### src/rtl/prom_fuse_programmer.sv
// rtl/prom_fuse_programmer.sv - single-word programmer for fusible bipolar PROMs
//
// Programs one word per request: pre-read, pulse every bit that must go 0->1
// (lowest bit first), verify after each pulse, retry up to MAX_ATTEMPTS, report.
//
// Ports:
//   clk, reset_n        board clock, async active-low reset
//   start               request, sampled only while idle
//   address_in, data_in target address / word, latched on accepted start
//   chip_data_in        chip readback (valid while chip_select_n is low)
//   chip_address        latched address driven to the chip
//   chip_select_n       chip read enable, active low
//   program_bit_select  one-hot bit line selected for fusing
//   program_pulse       programming-voltage enable
//   busy, done          operation in progress / one-cycle completion strobe
//   error, failed_bits  result of the last operation, held until next start
module prom_fuse_programmer #(
  parameter int DATA_WIDTH      = 8,
  parameter int ADDRESS_WIDTH   = 9,
  parameter int READ_CYCLES     = 4,
  parameter int SETUP_CYCLES    = 10,
  parameter int PULSE_CYCLES    = 500,
  parameter int RECOVERY_CYCLES = 50,
  parameter int MAX_ATTEMPTS    = 4
) (
  input  logic                     clk,
  input  logic                     reset_n,
  input  logic                     start,
  input  logic [ADDRESS_WIDTH-1:0] address_in,
  input  logic [DATA_WIDTH-1:0]    data_in,
  input  logic [DATA_WIDTH-1:0]    chip_data_in,
  output logic [ADDRESS_WIDTH-1:0] chip_address,
  output logic                     chip_select_n,
  output logic [DATA_WIDTH-1:0]    program_bit_select,
  output logic                     program_pulse,
  output logic                     busy,
  output logic                     done,
  output logic                     error,
  output logic [DATA_WIDTH-1:0]    failed_bits
);

  // Zero-length phases would make the counters wrap; clamp them to one cycle.
  localparam int RD_N  = (READ_CYCLES     < 1) ? 1 : READ_CYCLES;
  localparam int SU_N  = (SETUP_CYCLES    < 1) ? 1 : SETUP_CYCLES;
  localparam int PL_N  = (PULSE_CYCLES    < 1) ? 1 : PULSE_CYCLES;
  localparam int RC_N  = (RECOVERY_CYCLES < 1) ? 1 : RECOVERY_CYCLES;
  localparam int ATT_N = (MAX_ATTEMPTS < 1) ? 1 : ((MAX_ATTEMPTS > 15) ? 15 : MAX_ATTEMPTS);

  localparam int MAX_A = (RD_N > SU_N) ? RD_N : SU_N;
  localparam int MAX_B = (PL_N > RC_N) ? PL_N : RC_N;
  localparam int MAX_C = (MAX_A > MAX_B) ? MAX_A : MAX_B;
  localparam int CW    = $clog2(MAX_C + 1);

  localparam logic [CW-1:0] RD_LAST = CW'(RD_N - 1);
  localparam logic [CW-1:0] SU_LAST = CW'(SU_N - 1);
  localparam logic [CW-1:0] PL_LAST = CW'(PL_N - 1);
  localparam logic [CW-1:0] RC_LAST = CW'(RC_N - 1);
  localparam logic [3:0]    ATT_MAX = 4'(ATT_N);
  localparam logic [DATA_WIDTH-1:0] ONE = DATA_WIDTH'(1);

  typedef enum logic [3:0] {
    S_IDLE, S_PRE_READ, S_PRE_EVAL, S_SELECT, S_SETUP,
    S_PULSE, S_RECOVER, S_VERIFY, S_VER_EVAL, S_DONE
  } state_t;

  state_t                  state;
  logic [CW-1:0]           cnt;
  logic [3:0]              attempts;
  logic [DATA_WIDTH-1:0]   data_q;
  logic [DATA_WIDTH-1:0]   read_q;
  logic [DATA_WIDTH-1:0]   pending_q;
  logic [DATA_WIDTH-1:0]   mask_q;
  logic                    pulse_q;

  logic [DATA_WIDTH-1:0]   pending_pre;
  logic [DATA_WIDTH-1:0]   conflict;
  logic [DATA_WIDTH-1:0]   lowest;
  logic [DATA_WIDTH-1:0]   pend_clr;
  logic                    hit;

  assign pending_pre = data_q & ~read_q;
  assign conflict    = ~data_q & read_q;
  // Two's-complement trick isolates the lowest set bit as a one-hot mask.
  assign lowest      = pending_q & (~pending_q + ONE);
  assign pend_clr    = pending_q & ~mask_q;
  assign hit         = |(read_q & mask_q);

  // Gate with reset so the programming voltage is removed the instant reset
  // asserts, independent of the register's reset path.
  assign program_pulse = pulse_q & reset_n;

  always_ff @(posedge clk or negedge reset_n) begin
    if (!reset_n) begin
      state              <= S_IDLE;
      cnt                <= '0;
      attempts           <= '0;
      data_q             <= '0;
      read_q             <= '0;
      pending_q          <= '0;
      mask_q             <= '0;
      pulse_q            <= 1'b0;
      chip_address       <= '0;
      chip_select_n      <= 1'b1;
      program_bit_select <= '0;
      busy               <= 1'b0;
      done               <= 1'b0;
      error              <= 1'b0;
      failed_bits        <= '0;
    end else begin
      case (state)
        S_IDLE: begin
          done <= 1'b0;
          if (start) begin
            chip_address  <= address_in;
            data_q        <= data_in;
            error         <= 1'b0;
            failed_bits   <= '0;
            busy          <= 1'b1;
            chip_select_n <= 1'b0;
            cnt           <= '0;
            state         <= S_PRE_READ;
          end
        end

        S_PRE_READ: begin
          if (cnt == RD_LAST) begin
            read_q        <= chip_data_in;
            chip_select_n <= 1'b1;
            state         <= S_PRE_EVAL;
          end else begin
            cnt <= cnt + CW'(1);
          end
        end

        S_PRE_EVAL: begin
          if (|conflict) begin
            // A fused bit where a blank one is wanted can never be undone.
            failed_bits <= conflict;
            error       <= 1'b1;
            done        <= 1'b1;
            busy        <= 1'b0;
            state       <= S_DONE;
          end else if (pending_pre == '0) begin
            done  <= 1'b1;
            busy  <= 1'b0;
            state <= S_DONE;
          end else begin
            pending_q <= pending_pre;
            state     <= S_SELECT;
          end
        end

        S_SELECT: begin
          mask_q             <= lowest;
          program_bit_select <= lowest;
          attempts           <= '0;
          cnt                <= '0;
          state              <= S_SETUP;
        end

        S_SETUP: begin
          if (cnt == SU_LAST) begin
            pulse_q  <= 1'b1;
            attempts <= attempts + 4'd1;
            cnt      <= '0;
            state    <= S_PULSE;
          end else begin
            cnt <= cnt + CW'(1);
          end
        end

        S_PULSE: begin
          if (cnt == PL_LAST) begin
            pulse_q <= 1'b0;
            cnt     <= '0;
            state   <= S_RECOVER;
          end else begin
            cnt <= cnt + CW'(1);
          end
        end

        S_RECOVER: begin
          if (cnt == RC_LAST) begin
            // Bit select drops on the same edge the read starts, so the two
            // never overlap.
            program_bit_select <= '0;
            chip_select_n      <= 1'b0;
            cnt                <= '0;
            state              <= S_VERIFY;
          end else begin
            cnt <= cnt + CW'(1);
          end
        end

        S_VERIFY: begin
          if (cnt == RD_LAST) begin
            read_q        <= chip_data_in;
            chip_select_n <= 1'b1;
            state         <= S_VER_EVAL;
          end else begin
            cnt <= cnt + CW'(1);
          end
        end

        S_VER_EVAL: begin
          if (!hit && (attempts < ATT_MAX)) begin
            program_bit_select <= mask_q;
            cnt                <= '0;
            state              <= S_SETUP;
          end else begin
            if (!hit) begin
              failed_bits <= failed_bits | mask_q;
            end
            pending_q <= pend_clr;
            if (|pend_clr) begin
              state <= S_SELECT;
            end else begin
              error <= (|failed_bits) | ~hit;
              done  <= 1'b1;
              busy  <= 1'b0;
              state <= S_DONE;
            end
          end
        end

        S_DONE: begin
          done  <= 1'b0;
          state <= S_IDLE;
        end

        default: begin
          state <= S_IDLE;
        end
      endcase
    end
  end

endmodule

### config.mk
export PLATFORM = sky130hd
export DESIGN_NAME = prom_fuse_programmer
export DESIGN_NICKNAME = d
export VERILOG_FILES = /design/src/rtl/prom_fuse_programmer.sv
export SDC_FILE = /design/constraint.sdc
export NUM_CORES = 1
export LEC_CHECK = 0
export CAP_MARGIN = 20
export CORE_ASPECT_RATIO = 0.9
export CORE_MARGIN = 2
export CORE_UTILIZATION = 24
export CTS_BUF_LIST = sky130_fd_sc_hd__clkbuf_4 sky130_fd_sc_hd__clkbuf_8 sky130_fd_sc_hd__clkbuf_16
export CTS_CLUSTER_DIAMETER = 100
export DETAILED_ROUTE_END_ITERATION = 12
export RECOVER_POWER = 50
export SLEW_MARGIN = 10
export SYNTH_ARGS = -nofsm -noshare
export SYNTH_HDL_FRONTEND = slang
export SYNTH_SLANG_ARGS = --single-unit
### constraint.sdc
create_clock -name clk -period 2.5 [get_ports clk]
set_clock_uncertainty 0.2 [all_clocks]
set_input_delay 0.375 -clock clk [delete_from_list [all_inputs] [get_ports clk]]
set_output_delay 0.375 -clock clk [all_outputs]
set_load 0.03 [all_outputs]
==> impl_metrics.json, run 1 <==
{
  "status": "finished clean",
  "hold_viol_final": 0,
  "cp.required_ns": 2.51,
  "mostFrequentLayoutCells": "dfrtp_1, clkdlybuf4s50_1, nand2_1",
  "crit_type": "flip-flop to flip-flop",
  "first_iter_violations": 267,
  "clock_latency_ns": 0.34,
  "vias": 3335,
  "r2r_end": "cnt[3]$_DFFE_PN0P_",
  "place_ws_ns": 0.1152,
  "end_kind": "flip-flop",
  "synth-compound-area-share_pct": 18.84,
  "hp-class": "flip-flop to flip-flop",
  "cts_sinks": 79,
  "finalSetupViolations": 0,
  "cts_buffer_depth": 2,
  "grt_pass1_wl_mm": 17.36,
  "wl_per_cell_um": 15.12,
  "reg2regPathDepth": 6,
  "fmax_ghz": 0.4138,
  "drt-total-wl_mm": 10.45,
  "antenna_left": 0,
  "timing.critical_path.to": "cnt[3]$_DFFE_PN0P_",
  "worst_slew_pin_slew_ns": 0.8814,
  "grt_start_max_net_pins": 80,
  "grt-ovfl-total": 0,
  "grt_pass1_vias": 3315,
  "crit_chain": "nor4_2 > nand4b_1 > or4b_1 > o2111ai_2 > or2_1 > o21ai_1",
  "finalCriticalPeriod_ns": 2.416,
  "critPathLaunch": "cnt[6]$_DFFE_PN0P_",
  "r2r_start": "cnt[6]$_DFFE_PN0P_",
  "coreArea_um2": 16720,
  "fin_crit_sh_pct": 96.66,
  "hp-start": "program_bit_select[2]$_DFFE_PN0P_",
  "yosysWarnings": 0,
  "synth_edf_count": 0,
  "dp.cells": 673,
  "start_util_pct": 24.35,
  "peakVddDrop_uv": 269.1,
  "slowest_stage": "or4b_1",
  "via_per_inst": 4.826,
  "synth_mux_area_share_pct": 7.990,
  "p_leak_nw": 2.226,
  "synth_seq_cells": 79,
  "synth_fa_ha_area_share_pct": 0.9219,
  "synth-simple-area-share_pct": 19.76,
  "fin_cells": 691,
  "maxSlewHeadroom_pct": 41.24,
  "async_flop_share_pct": 100.0,
  "maxSlewViolCount": 0,
  "cts_buffers": 9,
  "reg2reg_slack_ns": 0.08,
  "path_depth": 6,
  "crit_path_max_incr_delay_ns": 0.55,
  "routabilityCongestion": 0.8656,
  "synth_ff_type": "dfrtp_1",
  "synth_xor_area_share_pct": 0.8605,
  "die_h_um": 127.6,
  "synth_top_family_by_area": "simple AND/OR/NAND/NOR gates",
  "synth_nets": 423,
  "p_per_area_nw_per_um2": 507.0,
  "fin_ws_ns": 0.08352,
  "fin_setup_tns_ns": 0,
  "dr.pass1.iters": 4,
  "yosysSeqAreaShare_pct": 48.59,
  "syn_area_per_cell_um2": 10.39,
  "power_mw": 2.721,
  "antenna_cells": 0,
  "portBuffers": 57,
  "fin_nets": 506,
  "synthCells": 392,
  "ios": 58,
  "final_common_cell": "dfrtp_1",
  "rsz0062_at_grt": "false",
  "cp_top_family": "simple AND/OR/NAND/NOR gates",
  "path_max_fanout": 7,
  "ys_types": 63,
  "start_kind": "flip-flop",
  "core.rowCount": 45,
  "track_usage_pct": 12.04,
  "hpwl_mm": 7.716,
  "arrival_ns": 2.42,
  "h-tree-depth": 3,
  "synth_area_um2": 4071,
  "drv_cap": 0,
  "post_cts.repair.setup_buffers": 0,
  "dieArea_um2": 18020,
  "drive_gt1_share_pct": 16.25,
  "remaining_drc_errors": 0,
  "final_util_pct": 32.10,
  "antenna_found_initial": 0,
  "root_buffer": "clkbuf_16",
  "area_delta_synth_final_pct": 31.84,
  "clk_transition_reported_paths_ns": 0.06,
  "crit_buf_inv": 0,
  "cts_tree": "built",
  "die_x_um": 141.3
}
-- how the worst min path moves through the flow --
stage / end / cells past startpoint
floorplan: attempts[0]$_DFFE_PN0P_ / 0
global placement: program_bit_select[4]$_DFFE_PN0P_ / 2
detailed placement: program_bit_select[2]$_DFFE_PN0P_ / 2
CTS: program_bit_select[5]$_DFFE_PN0P_ / 2
global route: chip_address[1]$_DFFE_PN0P_ / 1
finish: program_bit_select[2]$_DFFE_PN0P_ / 2
-- kinds of logic (layout without fill, tap and decap cells) --
| logic type | count (synthesis) | after routing |
|---|---|---|
| flip-flops | 79 | 79 |
| AND/OR/NAND/NOR | 147 | 147 |
| adder cells (fa/ha/maj) | 3 | 3 |
| multiplexers | 29 | 29 |
| XOR/XNOR | 4 | 4 |
| AO/OA/AOI/OAI | 105 | 105 |
| buffers and inverters | 25 | 113 |
-- layout make-up --
class,instances,area (um^2)
fillers,1689,11350
multi-input cells,288,1984
flip-flops and latches,79,1978
repair buffers,88,805.8
well taps,211,264.0
clock buffers,10,232.7
clock inverters,6,68.82
inverters,9,33.78
-- power breakdown --
group          total, mW  switching (mW)  internal (mW)
registers           1.29         0.00795           1.29
logic             0.0897          0.0411         0.0486
clock network       1.34           0.546          0.792
-- timing repair --
item                       in CTS  in global routing
hold buffers                    0                  1
gates resized for setup         0                  2
setup endpoints to repair       0                  5
hold endpoints to repair        0                 16
-- worst register-to-register path, cell delays in order (launching register included) --
cell	delay, ns
dfrtp_1	0.46
nor4_2	0.31
nand4b_1	0.19
or4b_1	0.55
o2111ai_2	0.12
or2_1	0.34
o21ai_1	0.13
-- synth_stat cells, types with 5 or more instances --
cell type | count | area [um^2]
o21ai_0 | 15 | 75.07
a22oi_1 | 11 | 82.58
o2bb2ai_1 | 9 | 78.83
a21oi_1 | 8 | 40.04
mux2_2 | 19 | 214.0
nand2b_1 | 14 | 87.58
dfrtp_1 | 78 | 1952
nor2b_1 | 23 | 143.9
clkbuf_1 | 6 | 22.52
nand3_1 | 6 | 30.03
o21ai_1 | 19 | 95.09
buf_2 | 6 | 30.03
nor2_1 | 20 | 75.07
nor4_1 | 7 | 43.79
and2_1 | 5 | 31.28
nor3_1 | 8 | 40.04
inv_1 | 9 | 33.78
nand2_1 | 40 | 150.1
mux2_1 | 9 | 101.4
-- per-layer routing --
metal | GRT usage, % | routed length (um) | vias to the layer above
li1 | - | - | 1615
met1 | 17.67 | 5229 | 1629
met2 | 17.62 | 4641 | 84
met3 | 2.886 | 468 | 7
met4 | 3.412 | 108 | 0
met5 | 0 | 0 | -
-- metrics by stage --
| step | hold WS [ns] | cell area (um^2) |
|---|---|---|
| after floorplan | -0.1206 | 4071 |
| after global placement | 0.2742 | 5041 |
| after detailed placement | 0.2817 | 5041 |
| after CTS | 0.1733 | 5343 |
| after global routing | 0.3111 | 5368 |
| final | 0.2866 | 5368 |
-- state kept, by name, indices dropped and copies added (netlist names), 4 cells and up --
name	flops
chip_address	9
cnt	9
data_q	8
failed_bits	8
mask_q	8
pending_q	8
program_bit_select	8
read_q	8
attempts	4
state	4
Power figures use the tool's default switching activity.
==> run 2: changes to the inputs <==
Settings changed: SETUP_SLACK_MARGIN set to 0.1.
==> run 2 against run 1 <==
Non-clock buffer count rose by 2. Clock power hardly changed. First-iteration DRC count rose by 3.7%. Maximum frequency rose by 4.9%. Sequential share of layout area is 0.31 points lower. Register-to-register slack improved by 0.11 ns. Worst setup slack gained 0.11 ns. Combinational power increased by 2.2%.
==> impl_metrics.json, run 2 (same netlist as run 1, synthesis figures left out) <==
{
  "p_per_area_nw_per_um2": 503.2,
  "holdWs_ns": 0.2866,
  "h-tree-depth": 3,
  "clkPwrFrac_pct": 49.1,
  "fin_setup_tns_ns": 0,
  "hpwl_mm": 7.716,
  "grt_pass1_vias": 3315,
  "dp.cells": 673,
  "drive_gt1_share_pct": 17.43,
  "p_seq_share_pct": 47.5,
  "start_util_pct": 24.35,
  "swShare_pct": 21.91,
  "final_common_cell": "dfrtp_1",
  "grt_start_max_net_pins": 80,
  "fin_ws_ns": 0.1971,
  "crit_chain": "nor4_4 > nand4b_1 > or4b_1 > buf_4 > mux2_1",
  "finalCriticalPeriod_ns": 2.303,
  "coreArea_um2": 16720,
  "wl_per_cell_um": 15.26,
  "place_ws_ns": 0.1152,
  "remaining_drc_errors": 0,
  "portBuffers": 57,
  "fin_crit_sh_pct": 92.12,
  "core.rowCount": 45,
  "grt_pass1_wl_mm": 17.36,
  "combinationalPowerShare_pct": 3.4,
  "peakVddDrop_uv": 273.1,
  "arrival_ns": 2.33,
  "dr.pass1.iters": 5,
  "worst_slew_pin_slew_ns": 0.8812,
  "vias": 3399,
  "finalSetupViolations": 0,
  "status": "finished clean",
  "cts_buffers": 9,
  "fmax_ghz": 0.4342,
  "p_leak_nw": 2.235,
  "crit_path_max_incr_delay_ns": 0.55,
  "final_util_pct": 32.37,
  "top_regs": "chip_address: 9 flops, cnt: 9 flops",
  "switching_power_mw": 0.5968,
  "track_usage_pct": 12.04,
  "slowest_stage": "or4b_1",
  "die_x_um": 141.3,
  "via_per_inst": 4.905,
  "drt-total-wl_mm": 10.58,
  "die_h_um": 127.6,
  "cts_buffer_depth": 2,
  "crit_type": "flip-flop to flip-flop",
  "cts_sinks": 79,
  "hold_viol_final": 0,
  "fin_cells": 693,
  "dpl_cell_area_um2": 5041,
  "power_mw": 2.723,
  "area_delta_synth_final_pct": 32.94,
  "antenna_left": 0,
  "start_kind": "flip-flop",
  "path_max_fanout": 8,
  "maxSlewViolCount": 0,
  "fillerInstances": 1691,
  "ios": 58,
  "mostFrequentLayoutCells": "dfrtp_1, clkdlybuf4s50_1, nand2_1",
  "stdcell_area_um2": 5413,
  "rsz0062_at_grt": "true",
  "clk_transition_reported_paths_ns": 0.06,
  "antenna_cells": 0,
  "antenna_found_initial": 0,
  "maxSlewHeadroom_pct": 41.25,
  "dieArea_um2": 18020,
  "clock_latency_ns": 0.34,
  "fin_nets": 508,
  "routabilityCongestion": 0.8656,
  "drv_cap": 0,
  "end_kind": "flip-flop",
  "root_buffer": "clkbuf_16",
  "grt-ovfl-total": 0,
  "cts_tree": "built",
  "intPower_mw": 2.127,
  "hp-class": "flip-flop to flip-flop",
  "first_iter_violations": 277,
  "cp.required_ns": 2.52
}
-- run 2: worst paths after layout --
kind / start / to / slack [ns] / cells past startpoint
max reg2reg: cnt[3]$_DFFE_PN0P_ / read_q[0]$_DFFE_PN0N_ / 0.20 / 5
min reg2reg: program_bit_select[2]$_DFFE_PN0P_ / program_bit_select[2]$_DFFE_PN0P_ / 0.29 / 2
min: program_bit_select[2]$_DFFE_PN0P_ / program_bit_select[2]$_DFFE_PN0P_ / 0.29 / 2
min in group asynchronous: reset_n / failed_bits[6]$_DFFE_PN0P_ / 0.66 / 3
max in group asynchronous: reset_n / chip_address[0]$_DFFE_PN0P_ / 0.38 / 4
max: cnt[3]$_DFFE_PN0P_ / read_q[0]$_DFFE_PN0N_ / 0.20 / 5
-- run 2: repair_timing --
action	in CTS	in global routing
endpoints found under the hold margin	0	16
cloned	0	0
hold buffers	0	1
setup buffers	0	2
pin swaps	0	1
resized for setup	1	7
endpoints found under the setup margin	1	15
-- run 2: layout make-up --
| cell class | count | area (um^2) | area share (%) |
|---|---|---|---|
| multi-input cells | 288 | 2011 | 37.15 |
| flip-flops and latches | 79 | 1978 | 36.55 |
| clock buffers | 10 | 232.7 | 4.300 |
| inverters | 9 | 33.78 | 0.6241 |
| clock inverters | 6 | 68.82 | 1.271 |
| repair buffers | 90 | 824.5 | 15.23 |
| well taps | 211 | 264.0 | 4.877 |
-- run 2: metal layers --
metal	vias to the layer above	GRT usage, %	routed length, um
li1	1623	-	-
met5	-	0	0
met4	0	3.412	142
met2	117	17.62	4650
met3	10	2.886	570
met1	1649	17.67	5213
-- run 2: worst max-delay path: cells and delay by family (launching register included) --
kind          cells  cell delay [ns]
mux               1             0.31
simple gates      3             1.05
flops             1             0.42
buf+inv           1             0.21
-- run 2: power groups by stage --
stage	logic, mW	registers [mW]	clock network (mW)
3_5_place_dp	0.0911	1.32	0
3_3_place_gp	0.0899	1.32	0
2_1_floorplan	0.0143	1.32	0
5_1_grt	0.103	1.29	1.44
4_1_cts	0.0917	1.29	1.38
6_report	0.0917	1.29	1.34
==> run 3: changes to the inputs <==
Settings changed: SKIP_CTS_REPAIR_TIMING set to 1.
==> run 3 against run 2 <==
Cell count is the same. Global-route usage is the same. Via count shrank 0.41%. Sequential share of layout area is the same. Total power is essentially flat. Cell area is the same. First-iteration DRC count is the same. Worst setup slack lost 0.0014 ns. Combinational power is essentially flat. Register-to-register slack is essentially flat. Routed wire length is essentially flat. Clock power is essentially flat. Highest routed layer unchanged.
==> impl_metrics.json, run 3 (same netlist as run 1, synthesis figures left out) <==
{
  "top_regs": "chip_address: 9 flops, cnt: 9 flops",
  "r2r_end": "read_q[0]$_DFFE_PN0N_",
  "grt_pass1_wl_mm": 17.36,
  "cp_top_family": "simple AND/OR/NAND/NOR gates",
  "holdPathStages": 2,
  "drt-total-wl_mm": 10.58,
  "portBuffers": 57,
  "h-tree-depth": 3,
  "ios": 58,
  "cts_sinks": 79,
  "worst_slew_pin_slew_ns": 0.8816,
  "holdPathEnd": "program_bit_select[2]$_DFFE_PN0P_",
  "cts_buffers": 9,
  "finalCriticalPeriod_ns": 2.304,
  "drv_cap": 0,
  "finalSetupViolations": 0,
  "crit_type": "flip-flop to flip-flop",
  "clk_transition_reported_paths_ns": 0.06,
  "die_x_um": 141.3,
  "start_kind": "flip-flop",
  "fin_setup_tns_ns": 0,
  "fmax_ghz": 0.4340,
  "area_delta_synth_final_pct": 32.94,
  "mostFrequentLayoutCells": "dfrtp_1, clkdlybuf4s50_1, nand2_1",
  "antenna_found_initial": 0,
  "first_iter_violations": 277,
  "hold_viol_final": 0,
  "maxSlewHeadroom_pct": 41.22,
  "core.rowCount": 45,
  "fillerInstances": 1690,
  "end_kind": "flip-flop",
  "hp-class": "flip-flop to flip-flop",
  "via_per_inst": 4.885,
  "peakVddDrop_uv": 273.5,
  "die_h_um": 127.6,
  "grt_start_max_net_pins": 80,
  "hp-start": "program_bit_select[2]$_DFFE_PN0P_",
  "holdWs_ns": 0.2866,
  "maxSlewViolCount": 0,
  "start_util_pct": 24.35,
  "path_max_fanout": 8,
  "cts_buffer_depth": 2,
  "fin_crit_sh_pct": 92.17,
  "fin_nets": 508,
  "cts_tree": "built",
  "status": "finished clean",
  "p_per_area_nw_per_um2": 502.9,
  "wl_per_cell_um": 15.27,
  "cp.required_ns": 2.52,
  "grt-ovfl-total": 0,
  "rsz0062_at_grt": "true",
  "track_usage_pct": 12.04,
  "hpwl_mm": 7.716,
  "multi_input_area_um2": 2011,
  "root_buffer": "clkbuf_16",
  "remaining_drc_errors": 0,
  "vias": 3385,
  "grt_pass1_vias": 3315,
  "dp.cells": 673,
  "coreArea_um2": 16720,
  "crit_path_max_incr_delay_ns": 0.55,
  "reg2reg_slack_ns": 0.20,
  "drive_gt1_share_pct": 17.43,
  "dr.pass1.iters": 5,
  "dieArea_um2": 18020,
  "regArea_um2": 1978,
  "crit_chain": "nor4_4 > nand4b_1 > or4b_1 > buf_4 > mux2_1",
  "routabilityCongestion": 0.8656,
  "final_common_cell": "dfrtp_1",
  "fin_cells": 693,
  "clock_latency_ns": 0.34,
  "slowest_stage": "or4b_1",
  "antenna_left": 0,
  "arrival_ns": 2.33,
  "reg2regPathDepth": 5,
  "antenna_cells": 0,
  "r2r_start": "cnt[6]$_DFFE_PN0P_",
  "p_leak_nw": 2.235,
  "crit_buf_inv": 1
}
[run 3: cell counts in the layout (fill, tap and decap cells not counted)]
No cell type changed its count.
[run 3: through the flow]
stage	utilization [%]	instance area (um^2)	setup WS, ns	power (mW)
after floorplan	-	4071	0.2298	1.331
after global placement	30.15	5041	0.1780	1.407
after detailed placement	30.15	5041	0.1152	1.408
after CTS	31.95	5343	0.09224	2.761
after global routing	32.37	5413	0.07612	2.838
final	32.37	5413	0.1956	2.722
[run 3: metal layers]
metal  track usage [%]  up-vias  share of wire (%)
met4             3.412        0                1.1
met1             17.67     1632                 49
li1                  -     1622                  -
met5                 0        -                  0
met3             2.886       10                5.8
met2             17.62      121                 44
[run 3: worst max-delay path by stage]
| stage | from | to | slack, ns | cells after the start |
|---|---|---|---|---|
| global route | reset_n | data_q[6]$_DFFE_PN0P_ | 0.08 | 4 |
| global placement | cnt[0]$_DFFE_PN0P_ | cnt[4]$_DFFE_PN0P_ | 0.18 | 8 |
| finish | cnt[6]$_DFFE_PN0P_ | read_q[0]$_DFFE_PN0N_ | 0.20 | 5 |
| CTS | cnt[0]$_DFFE_PN0P_ | cnt[4]$_DFFE_PN0P_ | 0.09 | 8 |
| detailed placement | cnt[0]$_DFFE_PN0P_ | cnt[4]$_DFFE_PN0P_ | 0.12 | 8 |
| floorplan | state[0]$_DFFE_PN0P_ | done$_DFFE_PN0P_ | 0.23 | 7 |
[run 3: worst register-to-register path, stage by stage (launching register included)]
cell and delay (ns):
dfrtp_1 0.47, nor4_4 0.28, nand4b_1 0.18, or4b_1 0.55, buf_4 0.21, mux2_1 0.31
[run 3: cell type report]
type / instances / share of cell area, %
Multi-Input combinational cell: 288 / 37.15
Sequential cell: 79 / 36.55
Timing Repair Buffer: 90 / 15.23
Tap cell: 211 / 4.877
Clock buffer: 10 / 4.300
Clock inverter: 6 / 1.271
Inverter: 9 / 0.6241
[run 3: where the power goes]
group | total, mW | leakage (nW) | switching (mW) | internal [mW]
clock | 1.34 | 0.147 | 0.545 | 0.792
sequential | 1.29 | 1.05 | 0.00796 | 1.29
combinational | 0.0917 | 1.03 | 0.0426 | 0.0490
